## src/rtl/secuenciador_corrimiento.sv

```systemverilog
// rtl/secuenciador_corrimiento.sv - multi-pass shift sequencer driving an external combinational shift unit
//
// A shift of in_cnt positions is split into passes of at most MAXD positions.
// Each pass feeds acc/op/step to the external shift unit and registers its result.
//
// Ports
//   clk, rst_n            clock (rising edge), asynchronous active-low reset
//   in_valid/in_ready     request handshake; in_ready is high only when idle
//   in_f, in_h, in_cnt    operand, op code (shift unit encoding), total shift count
//   out_valid/out_ready   result handshake
//   out_s                 final result, held stable while out_valid is high
//   busy                  high while a job is running or waiting for handoff
//   sh_f, sh_h, sh_d      operand, op and per-pass amount presented to the shift unit
//   sh_s                  shift unit result
//
// Configuration macro
//   ROT_MOD_EN  when defined, rotate counts are reduced modulo N at accept
//               (N must be a power of two); results are unchanged, only latency.

module secuenciador_corrimiento #(
    parameter  int N  = 4,
    parameter  int CW = 4,
    localparam int DW = (N - 1) / 2 + 1
) (
    input  logic          clk,
    input  logic          rst_n,
    input  logic          in_valid,
    output logic          in_ready,
    input  logic [N-1:0]  in_f,
    input  logic [2:0]    in_h,
    input  logic [CW-1:0] in_cnt,
    output logic          out_valid,
    input  logic          out_ready,
    output logic [N-1:0]  out_s,
    output logic          busy,
    output logic [N-1:0]  sh_f,
    output logic [2:0]    sh_h,
    output logic [DW-1:0] sh_d,
    input  logic [N-1:0]  sh_s
);

    localparam int            MAXD    = (2 ** DW) - 1;
    localparam logic [CW-1:0] MAXD_CW = CW'(MAXD);

    localparam logic [1:0] S_IDLE = 2'd0;
    localparam logic [1:0] S_RUN  = 2'd1;
    localparam logic [1:0] S_DONE = 2'd2;

    localparam logic [2:0] OP_XFER = 3'b000;
    localparam logic [2:0] OP_ZERO = 3'b011;
`ifdef ROT_MOD_EN
    localparam logic [2:0] OP_ROL  = 3'b100;
    localparam logic [2:0] OP_ROR  = 3'b101;
`endif

    logic [1:0]    state;
    logic [N-1:0]  acc;
    logic [2:0]    op;
    logic [CW-1:0] rem;
    logic [CW-1:0] cnt_lat;
    logic [DW-1:0] step;
    logic [CW-1:0] rem_next;

    // Count latched at accept. Transfer and zero need no shifting, so they
    // start with nothing remaining and make a single pass with amount 0.
    always_comb begin
        cnt_lat = in_cnt;
        if (in_h == OP_XFER || in_h == OP_ZERO) begin
            cnt_lat = '0;
        end
`ifdef ROT_MOD_EN
        else if (in_h == OP_ROL || in_h == OP_ROR) begin
            cnt_lat = in_cnt & CW'(N - 1);
        end
`endif
    end

    // Largest legal step this pass; never exceeds rem, so rem cannot underflow.
    always_comb begin
        step     = (rem > MAXD_CW) ? DW'(MAXD) : rem[DW-1:0];
        rem_next = rem - CW'(step);
    end

    assign in_ready  = (state == S_IDLE);
    assign busy      = (state == S_RUN) || (state == S_DONE);
    assign out_valid = (state == S_DONE);
    assign sh_f      = acc;
    assign sh_h      = op;
    assign sh_d      = (state == S_RUN) ? step : '0;

    always_ff @(posedge clk or negedge rst_n) begin
        if (!rst_n) begin
            state <= S_IDLE;
            acc   <= '0;
            op    <= '0;
            rem   <= '0;
            out_s <= '0;
        end else begin
            case (state)
                S_IDLE: begin
                    if (in_valid) begin
                        acc   <= in_f;
                        op    <= in_h;
                        rem   <= cnt_lat;
                        state <= S_RUN;
                    end
                end
                S_RUN: begin
                    acc <= sh_s;
                    rem <= rem_next;
                    if (rem_next == '0) begin
                        out_s <= sh_s;
                        state <= S_DONE;
                    end
                end
                S_DONE: begin
                    if (out_ready) begin
                        state <= S_IDLE;
                    end
                end
                default: state <= S_IDLE;
            endcase
        end
    end

endmodule

```

## config.mk

```make
export PLATFORM = sky130hd
export DESIGN_NAME = secuenciador_corrimiento
export DESIGN_NICKNAME = d
export VERILOG_FILES = /design/src/rtl/secuenciador_corrimiento.sv
export SDC_FILE = /design/constraint.sdc
export NUM_CORES = 1
export LEC_CHECK = 0
export BUFFER_PORTS_ARGS = -buffer_cell sky130_fd_sc_hd__buf_4
export CAP_MARGIN = 25
export CORE_MARGIN = 1.5
export CORE_UTILIZATION = 48
export DETAILED_ROUTE_END_ITERATION = 7
export PLACE_DENSITY = 0.78
export RECOVER_POWER = 100
export SYNTH_ARGS = -nofsm -noshare
export SYNTH_HDL_FRONTEND = slang
export SYNTH_SLANG_ARGS = --single-unit
```

## constraint.sdc

```tcl
create_clock -name clk -period 2.3 [get_ports clk]
set_input_delay 0.115 -clock clk [delete_from_list [all_inputs] [get_ports clk]]
set_output_delay 0.115 -clock clk [all_outputs]
set_load 0.005 [all_outputs]
```

==> flow_summary_export.csv <==
group,metric,value,unit
status,outcome,"finished clean",
route,ant_nets,0,
die,io-pin-count,35,
logic_synthesis,ys_ff_latch,17,
sta,fin_skew,10.8,ps
route,drt_iter0_markers,6,
setup_path,critPathSlowestCell,"dfrtp_2",
clock_tree,htreeDepth,1,
setup_path,arrival,2330,ps
clock_tree,clk_pin_slew,110,ps
sta,tns,0,ps
setup_path,crit_family,"simple AND/OR/NAND/NOR gates",
setup_path,critPathCaptureType,"flip-flop",
clock_tree,clkLatencyLatePin,290,ps
route,drc,0,
route,routedWlPerCell,13.8,µm
power_and_ir_drop,power_density,1410,nW/µm²
route,detail_route.vias_per_cell,5.23,
logic_synthesis,synth_edf_count,0,
route,routed.top_layer,"met4",
setup_path,crit_path_max_fanout,7,
power_and_ir_drop,ir_drop,0.000829,V
sta,worst-slew-pin-transition,918,ps
sta,max_slew_margin,38.8,%
place,placed_cells,148,
global_route,grt_overflow_total,0,
route,wl_met1,934,µm
finish,finalNonFillerCells,153,
global_route,grt_max_degree,18,
route,drtPass1Iterations,4,
power_and_ir_drop,leakage,0.610,nW
sta,fin_crit_sh,93.7,%
route,routed_wl,2120,µm
setup_path,crit_required,2470,ps
global_route,gr-usage-all-layers,21.3,%
logic_synthesis,syn_nets,113,
clock_tree,cts_buffer_depth,2,
sta,finalSetupViolations,0,
sta,rsz0062_at_grt,"no",
logic_synthesis,ys_seq_area_share,44.5,%
place,place_congestion,0.897,
place,io_buffer_count,34,
clock_tree,numCtsBuffers,3,
flow_run,cap_violations,0,
place,dpl.hpwl,1680,µm
die,die_x,47.6,µm
sta,finalHoldViolations,0,
setup_path,crit_path_cell_trace,"nor2_1 > or2_2 > ha_1 > nor4bb_1 > a31o_1 > and2_4 > mux2_4",
sta,report.final.slew_viol_count,0,
logic_synthesis,avgSynthCellArea,10.7,µm²
clock_tree,cts_tree,"built",
setup_path,crit_buf_inv,0,
logic_synthesis,synth_commonest_cells,"dfrtp_1, nand2_1, mux2i_1, nor2_1",
global_route,grt_pass1_wl,3330,µm
logic_synthesis,ys_async_sr_fraction,100,%
logic_synthesis,ys_dominant_reg_cell,"dfrtp_1",
setup_path,crit_type,"flip-flop to flip-flop",
die,start_util,53.1,%
route,wl_met2,1060,µm
logic_synthesis,synthTopCellsByArea,"dfrtp_1, ha_1, mux2i_1",
route,dr_wl_met3,98,µm
sta,fin_crit,2160,ps
global_route,grt_pass1_vias,765,
logic_synthesis,syn_area,956,µm²
logic_synthesis,synth_cell_types,29,
setup_path,cpPeakStageDelay,440,ps
clock_tree,cts_sinks,17,
setup_path,start_kind,"flip-flop",
clock_tree,cts_root_buffer,"clkbuf_4",
logic_synthesis,synth_most_common_cell,"dfrtp_1",
worst_hold_path,hp-class,"input port to flip-flop",
die,die-height,47.6,µm
route,vias,800,
finish,drive_above_1_share,39.8,%
sta,fmax,464,MHz
global_route,antenna_found_initial,0,
clock_tree,post_cts_buffers,0,
logic_synthesis,ys_warn_count,0,
die,fp-row-count,15,
finish,syn_to_final_growth,33.1,%
logic_synthesis,synth_cells,89,
finish,final_nets,153,
finish,antenna_cells,0,
die,die_area,2270,µm²
logic_synthesis,synth_area_leader_cell,"dfrtp_1",
logic_synthesis,yosysTopAreaCellShare,44.5,%
die,coreArea,1800,µm²
-- stage by stage --
stage | power, W | util [%] | hold WS, ps | instance area, µm² | worst slack (ps)
after floorplan | 0.00125 | - | -181 | 956 | 270
after global placement | 0.00163 | 69.1 | -7.31 | 1240 | 213
after detailed placement | 0.00167 | 69.1 | -8.04 | 1240 | 107
after CTS | 0.00183 | 71.2 | 44.8 | 1280 | 96.1
after global routing | 0.00195 | 70.6 | 31.0 | 1270 | 19.2
final | 0.00179 | 70.6 | 46.9 | 1270 | 145
-- report_power, final --
part	internal, W	total [W]	leakage [nW]	switching (W)
clock network	0.0000645	0.000161	0.0177	0.0000969
registers	0.000447	0.000554	0.207	0.000107
logic	0.000587	0.00108	0.386	0.000491
total	0.00110	0.00179	0.610	0.000695
-- registers in the layout, indices dropped and copies added, names as in the netlist --
| register | cells |
|---|---|
| out_s | 4 |
| sh_f | 4 |
| sh_h | 3 |
| state | 2 |
| rem | 4 |
-- path summary, 6_finish.rpt --
| check | to | cells after the start | from | slack [ps] |
|---|---|---|---|---|
| setup reg to reg | out_s[1]$_DFFE_PN0P_ | 7 | rem[3]$_DFFE_PN0P_ | 140 |
| setup / recovery | out_s[1]$_DFFE_PN0P_ | 7 | rem[3]$_DFFE_PN0P_ | 140 |
| min in group asynchronous | out_s[2]$_DFFE_PN0P_ | 2 | rst_n | 500 |
| hold reg to reg | sh_f[2]$_DFFE_PN0P_ | 2 | sh_f[2]$_DFFE_PN0P_ | 490 |
| hold / removal | rem[0]$_DFFE_PN0P_ | 2 | in_cnt[0] | 50 |
| max in group asynchronous | rem[3]$_DFFE_PN0P_ | 2 | rst_n | 1170 |
-- layer usage --
metal | track usage (%) | vias to the layer above
met2 | 36.2 | 24
met3 | 3.77 | 4
met4 | 7.03 | 0
met5 | 0 | -
met1 | 27.6 | 377
li1 | - | 395
-- what timing repair did --
action / CTS / global route
hold endpoints to repair: 17 / 0
resized for setup: 0 / 1
setup endpoints to repair: 0 / 4
hold buffers: 1 / 0
-- layout by cell type (no fill, tap or decap) --
cell and count:
dfrtp_2 1, mux2i_1 6, or3_1 1, xor2_1 1
clkbuf_4 18, nor3_1 4, nor4bb_1 1, and2_4 1
nand2_1 9, and2b_4 1, a221o_1 3, a31o_1 1
o211ai_1 2, inv_1 4, mux2_2 3, nor2b_1 1
o21a_1 1, nor2_1 6, mux2_4 4, or2_1 1
dlygate4sd3_1 1, a21oi_1 5, nand3_2 1, o21ai_0 5
dfrtp_1 16, clkinv_2 1, a21bo_2 1, or2_2 1
clkbuf_1 3, ha_1 5, o2111ai_1 1, buf_4 19
-- cell families (layout without fill, tap and decap cells) --
logic type | after synthesis | after routing | synth area share, %
buffers and inverters | 7 | 46 | 3.66
multiplexers | 13 | 13 | 16.1
adder cells (fa/ha/maj) | 5 | 5 | 6.54
flip-flops | 17 | 17 | 44.5
AND/OR/NAND/NOR | 27 | 27 | 14.7
AO/OA/AOI/OAI | 19 | 19 | 13.6
XOR/XNOR | 1 | 1 | 0.916
-- layout make-up --
cell class	instances	area, µm²
clock buffers	3	22.5
clock inverters	1	5.00
fillers	157	529
inverters	4	15.0
multi-input cells	65	495
flip-flops and latches	17	427
well taps	25	31.3
repair buffers	38	277
-- worst reg2reg max path, cell delays in order, from the launching register on --
cell and delay (ps):
dfrtp_2 440, nor2_1 70, or2_2 290, ha_1 270
nor4bb_1 290, a31o_1 190, and2_4 200, mux2_4 300
No activity file was read; power rests on OpenSTA's default activity.
